File: config.mk
export PLATFORM = sky130hd
export DESIGN_NAME = fp_addsub_req_ctrl
export DESIGN_NICKNAME = d
export VERILOG_FILES = /design/src/rtl/fp_addsub_req_ctrl_pkg.sv /design/src/rtl/fp_special_detect.sv /design/src/rtl/fp_addsub_req_ctrl.sv
export SDC_FILE = /design/constraint.sdc
export NUM_CORES = 1
export LEC_CHECK = 0
export BUFFER_PORTS_ARGS = -buffer_cell sky130_fd_sc_hd__clkbuf_2
export CORE_ASPECT_RATIO = 0.9
export CORE_MARGIN = 4
export CORE_UTILIZATION = 49
export DETAILED_ROUTE_END_ITERATION = 8
export GPL_ROUTABILITY_DRIVEN = 1
export GPL_TIMING_DRIVEN = 0
export PLACE_DENSITY = 0.89
export SLEW_MARGIN = 0
export SYNTH_ARGS = -nofsm -noshare
export SYNTH_HDL_FRONTEND = slang
export SYNTH_HIERARCHICAL = 1
export SYNTH_SLANG_ARGS = --single-unit
File: constraint.sdc
create_clock -name clk -period 4 [get_ports clk]
set_input_delay 0.6 -clock clk [delete_from_list [all_inputs] [get_ports clk]]
set_output_delay 0.6 -clock clk [all_outputs]
set_load 0.1 [all_outputs]
File: src/rtl/fp_addsub_req_ctrl_pkg.sv
// Shared types and constants for the FP add/sub request controller and its
// special-operand detector.
package fp_addsub_req_ctrl_pkg;

    localparam int EXP_BITS  = 8;
    localparam int MANT_BITS = 23;
    localparam int CNT_BITS  = 4;

    typedef enum logic [1:0] {
        IDLE,
        WAIT,
        RESP
    } ctrl_state_t;

    localparam logic [31:0]         QNAN         = 32'h7FC0_0000;
    localparam logic [EXP_BITS-1:0] EXP_ALL_ONES = '1;

    // Bit positions inside rsp_flags
    localparam int FLAG_INVALID  = 2;
    localparam int FLAG_OVERFLOW = 1;
    localparam int FLAG_ZERO     = 0;

endpackage

File: src/rtl/fp_special_detect.sv
// Combinational NaN/Inf classifier: decides whether an add/sub can be resolved
// without the adder and, if so, what the result is.
module fp_special_detect
    import fp_addsub_req_ctrl_pkg::*;
#(
    parameter int WIDTH = 32
) (
    input  logic [WIDTH-1:0] a,
    input  logic [WIDTH-1:0] b,
    input  logic             op,
    output logic             is_bypass,
    output logic [WIDTH-1:0] bypass_value
);

    localparam int SIGN = WIDTH - 1;

    logic [EXP_BITS-1:0]  exp_a;
    logic [EXP_BITS-1:0]  exp_b;
    logic [MANT_BITS-1:0] mant_a;
    logic [MANT_BITS-1:0] mant_b;
    logic                 a_nan;
    logic                 b_nan;
    logic                 a_inf;
    logic                 b_inf;
    logic                 eff_sub;

    assign exp_a  = a[SIGN-1 -: EXP_BITS];
    assign exp_b  = b[SIGN-1 -: EXP_BITS];
    assign mant_a = a[MANT_BITS-1:0];
    assign mant_b = b[MANT_BITS-1:0];

    assign a_nan   = (exp_a == EXP_ALL_ONES) && (mant_a != '0);
    assign b_nan   = (exp_b == EXP_ALL_ONES) && (mant_b != '0);
    assign a_inf   = (exp_a == EXP_ALL_ONES) && (mant_a == '0);
    assign b_inf   = (exp_b == EXP_ALL_ONES) && (mant_b == '0);
    assign eff_sub = a[SIGN] ^ b[SIGN] ^ op;

    always_comb begin
        // NOTE: every output gets a default first so no path leaves it unassigned (no latch).
        is_bypass    = 1'b0;
        bypass_value = '0;
        if (a_nan || b_nan) begin
            is_bypass    = 1'b1;
            bypass_value = WIDTH'(QNAN);
        end else if (a_inf && b_inf) begin
            is_bypass    = 1'b1;
            bypass_value = eff_sub ? WIDTH'(QNAN) : a;
        end else if (a_inf) begin
            is_bypass    = 1'b1;
            bypass_value = a;
        end else if (b_inf) begin
            // Subtraction flips the sign of the infinite subtrahend
            is_bypass    = 1'b1;
            bypass_value = {b[SIGN] ^ op, EXP_ALL_ONES, {MANT_BITS{1'b0}}};
        end
    end

endmodule

File: src/rtl/fp_addsub_req_ctrl.sv
// Request/response controller in front of a fixed-latency FP adder.
// Optional exception flags output enabled by defining FP_EXC_FLAGS_EN.
module fp_addsub_req_ctrl
    import fp_addsub_req_ctrl_pkg::*;
#(
    parameter int WIDTH   = 32,
    parameter int LATENCY = 0
) (
    input  logic             clk,
    input  logic             rst,
    input  logic             req_valid,
    output logic             req_ready,
    input  logic [WIDTH-1:0] req_a,
    input  logic [WIDTH-1:0] req_b,
    input  logic             req_op,
    output logic [WIDTH-1:0] adder_a,
    output logic [WIDTH-1:0] adder_b,
    output logic             adder_op,
    input  logic [WIDTH-1:0] adder_result,
    output logic             rsp_valid,
    input  logic             rsp_ready,
    output logic [WIDTH-1:0] rsp_result,
    output logic             rsp_special,
    output logic             busy
`ifdef FP_EXC_FLAGS_EN
    ,
    output logic [2:0]       rsp_flags
`endif
);

    ctrl_state_t         state;
    logic [CNT_BITS-1:0] counter;
    logic                is_bypass;
    logic [WIDTH-1:0]    bypass_value;

    fp_special_detect #(
        .WIDTH(WIDTH)
    ) u_special (
        .a           (req_a),
        .b           (req_b),
        .op          (req_op),
        .is_bypass   (is_bypass),
        .bypass_value(bypass_value)
    );

    assign req_ready = (state == IDLE);
    assign busy      = (state != IDLE);

`ifdef FP_EXC_FLAGS_EN
    // The only bypass result that is a NaN is the invalid-operation qNaN
    logic [2:0] bypass_flags;
    logic [2:0] normal_flags;

    always_comb begin
        bypass_flags                = '0;
        bypass_flags[FLAG_INVALID]  = (bypass_value == WIDTH'(QNAN));
        normal_flags                = '0;
        normal_flags[FLAG_OVERFLOW] = (adder_result[WIDTH-2 -: EXP_BITS] == EXP_ALL_ONES);
        normal_flags[FLAG_ZERO]     = (adder_result[WIDTH-2:0] == '0);
    end
`endif

    // NOTE: sequential state uses non-blocking assignments so every register samples pre-edge values.
    always_ff @(posedge clk or posedge rst) begin
        if (rst) begin
            state       <= IDLE;
            counter     <= '0;
            adder_a     <= '0;
            adder_b     <= '0;
            adder_op    <= 1'b0;
            rsp_valid   <= 1'b0;
            rsp_result  <= '0;
            rsp_special <= 1'b0;
`ifdef FP_EXC_FLAGS_EN
            rsp_flags   <= '0;
`endif
        end else begin
            case (state)
                IDLE: begin
                    if (req_valid) begin
                        adder_a  <= req_a;
                        adder_b  <= req_b;
                        adder_op <= req_op;
                        if (is_bypass) begin
                            state       <= RESP;
                            rsp_valid   <= 1'b1;
                            rsp_result  <= bypass_value;
                            rsp_special <= 1'b1;
`ifdef FP_EXC_FLAGS_EN
                            rsp_flags   <= bypass_flags;
`endif
                        end else begin
                            state   <= WAIT;
                            counter <= CNT_BITS'(LATENCY);
                        end
                    end
                end
                WAIT: begin
                    // Counter reaches zero on the edge that sees the settled adder output
                    if (counter == '0) begin
                        state       <= RESP;
                        rsp_valid   <= 1'b1;
                        rsp_result  <= adder_result;
                        rsp_special <= 1'b0;
`ifdef FP_EXC_FLAGS_EN
                        rsp_flags   <= normal_flags;
`endif
                    end else begin
                        counter <= counter - 1'b1;
                    end
                end
                RESP: begin
                    if (rsp_ready) begin
                        state     <= IDLE;
                        rsp_valid <= 1'b0;
                    end
                end
                default: state <= IDLE;
            endcase
        end
    end

endmodule

==> run_results.csv, run 1 <==
group,metric,value,unit
hold_path,hp-class,"in2async",
detailed_routing,ant_nets,0,
setup_path,r2r-start,"counter[0]",
synth,synthDistinctLibCells,38,
die,core_area,0.00987,mm^2
setup_path,worstPathArrival,2890,ps
sta,rsz0062_at_grt,"false",
synth,avgSynthCellArea,14.6,um^2
sta,finalHoldViolCount,0,
die,die_w,115,um
cts,cts_setup_buffers,0,
cts,hold_buffers,0,
synth,synth_top_area_share,51.8,%
synth,ys_top_cells_by_area,"dfrtp_1, mux2_2, mux2_4",
placed_design,numPortBuffers,201,
cts,cts_tree,"done",
sta,clock_skew,6.27,ps
setup_path,path_cells,"clkbuf_2, nand4_1, o21ai_0, a32o_1, buf_2, mux2_2",
synth,synthArstFlopShare,100,%
die,die_area,0.0120,mm^2
cts,clock_path_buffers,2,
detailed_routing,vias,3598,
placed_design,placed_cells,697,
sta,slew_viol_final,0,
cts,htreeDepth,3,
global_route,grt_pass1_vias,3902,
synth,synth_cells,348,
placed_design,gp_congestion,0.764,
setup_path,slowest_stage,"o21ai_0",
cts,clk_pin_slew,70,ps
setup_path,critPathMaxFanout,10,
layout,fin_nets,685,
die,rows,34,
die,start_util,51.4,%
die,ios,202,
synth,ys_ff_latch,105,
layout,final_cells,713,
cts,cts_inserted_buffers,9,
synth,yosysTopAreaCell,"dfrtp_1",
layout,syn2layout_area_growth,31.0,%
sta,worstMarginPinSlew,699,ps
sta,period_share,66.6,%
cts,root_buffer,"clkbuf_16",
synth,yosysMostFrequentCell,"dfrtp_1",
cts,clk_latency,340,ps
sta,fmax,0.375,GHz
synth,synth_area,0.00507,mm^2
cts,cts.sinks,105,
setup_path,crit_required,4220,ps
sta,finalSetupViolations,0,
synth,yosysSeqAreaShare,51.8,%
sta,hold_ws,359,ps
sta,period_needed,2660,ps
detailed_routing,wl_per_cell,17.1,um
setup_path,critical_path_buf_inv_count,2,
global_route,grt_pass1_wl,19.5,mm
synth,synth-edff-count,0,
setup_path,crit_family,"compound AO/OA/AOI/OAI gates",
global_route,grt_max_degree,55,
global_route,antenna_found_initial,0,
synth,synth_commonest_cells,"dfrtp_1, mux2_2, mux2_4, buf_4, o21ai_0",
outcome,outcome,"finished clean",
detailed_routing,vias_per_cell,5.05,
detailed_routing,drt-pass1-iter-count,4,
detailed_routing,drt_iter0_markers,131,
placed_design,place_hpwl,9.70,mm
cts,cts.repair.resized,0,
synth,ys.warnings.count,6,
layout,diodes,0,
global_route,grt_usage,20.4,%
sta,relSlewSlack,52.9,%
setup_path,crit_start,"req_a[30]",
die,die-height,105,um
synth,ys.flop_type,"dfrtp_1",
detailed_routing,drt_wl_total,12.2,mm
setup_path,end_kind,"register",
flow_run,maxCapViolations,0,
setup_path,start_kind,"input port",
global_route,grt.overflow.total,0,
setup_path,crit_path_max_incr_delay,720,ps
detailed_routing,drc,0,
layout,drive_gt1_share,67.5,%
setup_path,worstSetupPathType,"in2reg",
==> final cells by class <==
type / count / area (um^2)
Sequential cell: 105 / 2630
Multi-Input combinational cell: 221 / 2180
Timing Repair Buffer: 202 / 1030
Buffer: 38 / 330
Clock buffer: 9 / 225
Inverter: 5 / 21.3
Fill cell: 762 / 3220
Tap cell: 126 / 158
Clock inverter: 7 / 77.6
==> state kept, by name (all words and copies together), names as in the netlist <==
| name | cells |
|---|---|
| adder_b | 32 |
| adder_a | 32 |
| counter | 4 |
| rsp_valid | 1 |
| state | 2 |
| rsp_result | 32 |
| rsp_special | 1 |
| adder_op | 1 |
==> path summary, 6_finish.rpt <==
kind                                        to  slack [ps]  cells past startpoint
worst max-delay path            rsp_result[13]        1340                      6
worst min-delay path            rsp_result[19]         360                      2
worst max register to register  rsp_result[13]        1850                      6
worst min register to register     rsp_special         510                      1
max in group asynchronous          adder_a[19]        2960                      3
min in group clk                   adder_a[12]         500                      2
==> cell usage in the layout (no fill, tap or decap), types with 2 or more instances in the layout <==
cell,count
a21oi_1,4
a32o_1,2
buf_12,4
buf_2,7
buf_4,22
buf_6,4
clkbuf_16,9
clkbuf_2,202
clkinv_4,2
conb_1,22
dfrtp_1,105
ha_1,2
inv_1,4
inv_6,2
mux2_2,91
mux2_4,40
nand2_1,4
nand3_1,3
nand4_1,6
nor2_1,3
nor3_1,3
nor4_1,5
nor4_2,5
o21ai_0,13
xnor2_1,2
==> cell families (layout without fill, tap and decap cells) <==
group / after synthesis / in the layout / share of synthesized area [%]
other cells: 1 / 22 / 0.0739
compound gates: 27 / 27 / 3.43
fa+ha+maj: 2 / 2 / 0.493
mux: 131 / 131 / 32.0
xor+xnor: 2 / 2 / 0.345
simple gates: 37 / 37 / 4.96
flops: 105 / 105 / 51.8
buf+inv: 43 / 261 / 6.88
==> routing by layer <==
metal	vias up	share of wire, %	global-route usage (%)
met2	127	52	35.9
met1	1762	41	25.2
met3	23	5.9	3.70
met5	-	0	0
li1	1686	-	-
met4	0	2.0	6.20
==> per-stage QoR <==
| step | setup TNS [ps] | utilization (%) | worst slack (ps) | cell area, um^2 |
|---|---|---|---|---|
| 2_1_floorplan | 0 | - | 639 | 5150 |
| 3_3_place_gp | -46330 | 64.0 | -447 | 6320 |
| 3_5_place_dp | 0 | 64.3 | 1000 | 6350 |
| 4_1_cts | 0 | 67.4 | 1370 | 6650 |
| 5_1_grt | 0 | 67.4 | 1270 | 6650 |
| 6_report | 0 | 67.4 | 1340 | 6650 |
Power of run 1 is left out: the tool's default activity adds up to more than one toggle a clock period on the data nets, which glitch-free logic cannot reach.
==> inputs of run 2 (changes only) <==
--- a/config.mk
+++ b/config.mk
@@ -8,11 +8,11 @@
 export BUFFER_PORTS_ARGS = -buffer_cell sky130_fd_sc_hd__clkbuf_2
 export CORE_ASPECT_RATIO = 0.9
 export CORE_MARGIN = 4
-export CORE_UTILIZATION = 49
+export CORE_UTILIZATION = 44
 export DETAILED_ROUTE_END_ITERATION = 8
 export GPL_ROUTABILITY_DRIVEN = 1
 export GPL_TIMING_DRIVEN = 0
-export PLACE_DENSITY = 0.89
+export PLACE_DENSITY = 0.84
 export SLEW_MARGIN = 0
 export SYNTH_ARGS = -nofsm -noshare
 export SYNTH_HDL_FRONTEND = slang
==> constraint.sdc (replaced) <==
create_clock -name clk -period 2.4 [get_ports clk]
set_input_delay 0.36 -clock clk [delete_from_list [all_inputs] [get_ports clk]]
set_output_delay 0.36 -clock clk [all_outputs]
set_load 0.1 [all_outputs]
==> run 2 against run 1 <==
  * Global-route usage shrank 0.89 points
  * Wire length grew 3.7%
  * Via count grew 0.67%
  * Critical path type unchanged
  * Clock skew shrank 1.4 ps
  * Clock-buffer cell count is the same
  * Register-to-register slack lost 1600 ps
  * Non-clock buffer count grew 1
  * Largest cell class unchanged
  * First-iteration DRC count grew 23%
  * Highest routed layer unchanged
  * Critical path depth grew 2
  * Flip-flop and latch count is the same
  * Design area grew 1.1%
  * Worst setup slack lost 1100 ps
==> run_results.csv, run 2 (synthesis results as in run 1) <==
group,metric,value,unit
detailed_routing,drt-pass1-iter-count,4,
die,die-height,110,um
global_route,antenna_found_initial,0,
layout,mostFrequentLayoutCell,"clkbuf_2",
setup_path,crit_family,"compound AO/OA/AOI/OAI gates",
detailed_routing,wl_met3,707,um
setup_path,end_kind,"register",
cts,cts.sinks,105,
detailed_routing,drc,0,
detailed_routing,top_layer_used,"met4",
detailed_routing,wl_met2,6.60,mm
sta,period_share,91.1,%
flow_run,maxCapViolations,0,
cts,cts_inserted_buffers,9,
setup_path,worstPathArrival,2420,ps
cts,cts_tree,"done",
setup_path,slowest_stage,"mux2_2",
cts,clk_pin_slew,70,ps
sta,rsz0062_at_grt,"false",
die,ios,202,
detailed_routing,vias_per_cell,4.89,
detailed_routing,drt_iter0_markers,161,
cts,clk_latency,350,ps
die,die_area,0.0133,mm^2
cts,clock_path_buffers,2,
outcome,outcome,"finished clean",
cts,root_buffer,"clkbuf_16",
die,core_area,0.0110,mm^2
detailed_routing,wl_per_cell,17.1,um
detailed_routing,drt_wl_total,12.6,mm
detailed_routing,vias,3622,
setup_path,crit_top_cell,"clkbuf_2",
global_route,grt_usage,19.5,%
die,die_w,121,um
global_route,grt_pass1_vias,3989,
setup_path,worstSetupPathType,"in2reg",
global_route,grt.overflow.total,0,
sta,fmax,0.457,GHz
cts,hold_buffers,0,
placed_design,gp_congestion,0.741,
sta,finalHoldViolCount,0,
die,start_util,46.0,%
setup_path,crit_path_max_incr_delay,380,ps
sta,slew_viol_final,0,
layout,diodes,0,
sta,relSlewSlack,51.0,%
layout,drive_gt1_share,67.7,%
setup_path,start_kind,"input port",
setup_path,critical_path_buf_inv_count,3,
cts,htreeDepth,3,
setup_path,path_cells,"clkbuf_2, nand4_1, or2_0, clkbuf_2, o21ai_1, a32o_1, buf_2, mux2_2",
detailed_routing,met1Wirelength,5.13,mm
global_route,grt_pass1_wl,20.1,mm
layout,reg_top3,"adder_a: 32 flops, adder_b: 32 flops, rsp_result: 32 flops",
sta,worstMarginPinSlew,733,ps
layout,fin_nets,686,
layout,syn2layout_area_growth,32.5,%
sta,hold_ws,108,ps
global_route,grt_max_degree,46,
setup_path,crit_required,2630,ps
setup_path,critPathMaxFanout,10,
sta,finalSetupViolations,0,
sta,clock_skew,4.91,ps
layout,fillCellCount,877,
layout,final_cell_mix,"clkbuf_2, dfrtp_1, mux2_2",
sta,setup_tns,0,ps
die,rows,36,
hold_path,hp-class,"in2async",
placed_design,numPortBuffers,201,
placed_design,place_hpwl,9.92,mm
sta,period_needed,2190,ps
detailed_routing,ant_nets,0,
-- run 2: cell types whose count changed in the layout (fill, tap and decap cells not counted), sizes merged --
cell and change:
buf +1, bufinv +1, inv -1
-- run 2: final cells by class --
class	instances	area, um^2	share of cell area, %
clock inverter	7	100	1.49
timing repair buffer	203	1050	15.6
inverter	5	22.5	0.335
clock buffer	9	225	3.35
tap	152	190	2.83
buffer	38	330	4.92
multi-input combinational	221	2180	32.4
sequential	105	2630	39.1
-- run 2: through the flow --
stage | instance area, um^2 | cells | setup slack (ps) | util [%]
6_report | 6720 | 740 | 213 | 60.9
5_1_grt | 6720 | 740 | 99.3 | 60.9
4_1_cts | 6720 | 740 | 30.9 | 60.9
3_5_place_dp | 6390 | 724 | -308 | 57.9
3_3_place_gp | 6350 | 722 | -284 | 57.6
2_1_floorplan | 5160 | 369 | 6.48 | -
-- run 2: timing repair --
| item | in CTS | in global routing |
|---|---|---|
| buffers inserted | 0 | 0 |
| gates resized for setup | 0 | 1 |
| hold endpoints to repair | 0 | 0 |
| setup endpoints to repair | 0 | 30 |
-- run 2: path summary, 6_finish.rpt --
check / start / to / slack (ps) / cells after the start
setup / recovery: req_b[29] / rsp_result[21] / 210 / 8
hold / removal: rst / adder_a[15] / 110 / 2
setup reg to reg: counter[0] / rsp_result[21] / 270 / 6
hold reg to reg: adder_b[28] / adder_b[28] / 510 / 1
max in group asynchronous: rst / adder_a[23] / 1630 / 3
min in group clk: req_b[12] / adder_b[12] / 250 / 2
-- run 2: layer usage --
layer | vias up | GRT usage (%)
li1 | 1689 | -
met1 | 1790 | 23.1
met2 | 125 | 35.2
met3 | 18 | 4.63
met4 | 0 | 6.16
met5 | - | 0
Power of run 2 is left out for the same reason.
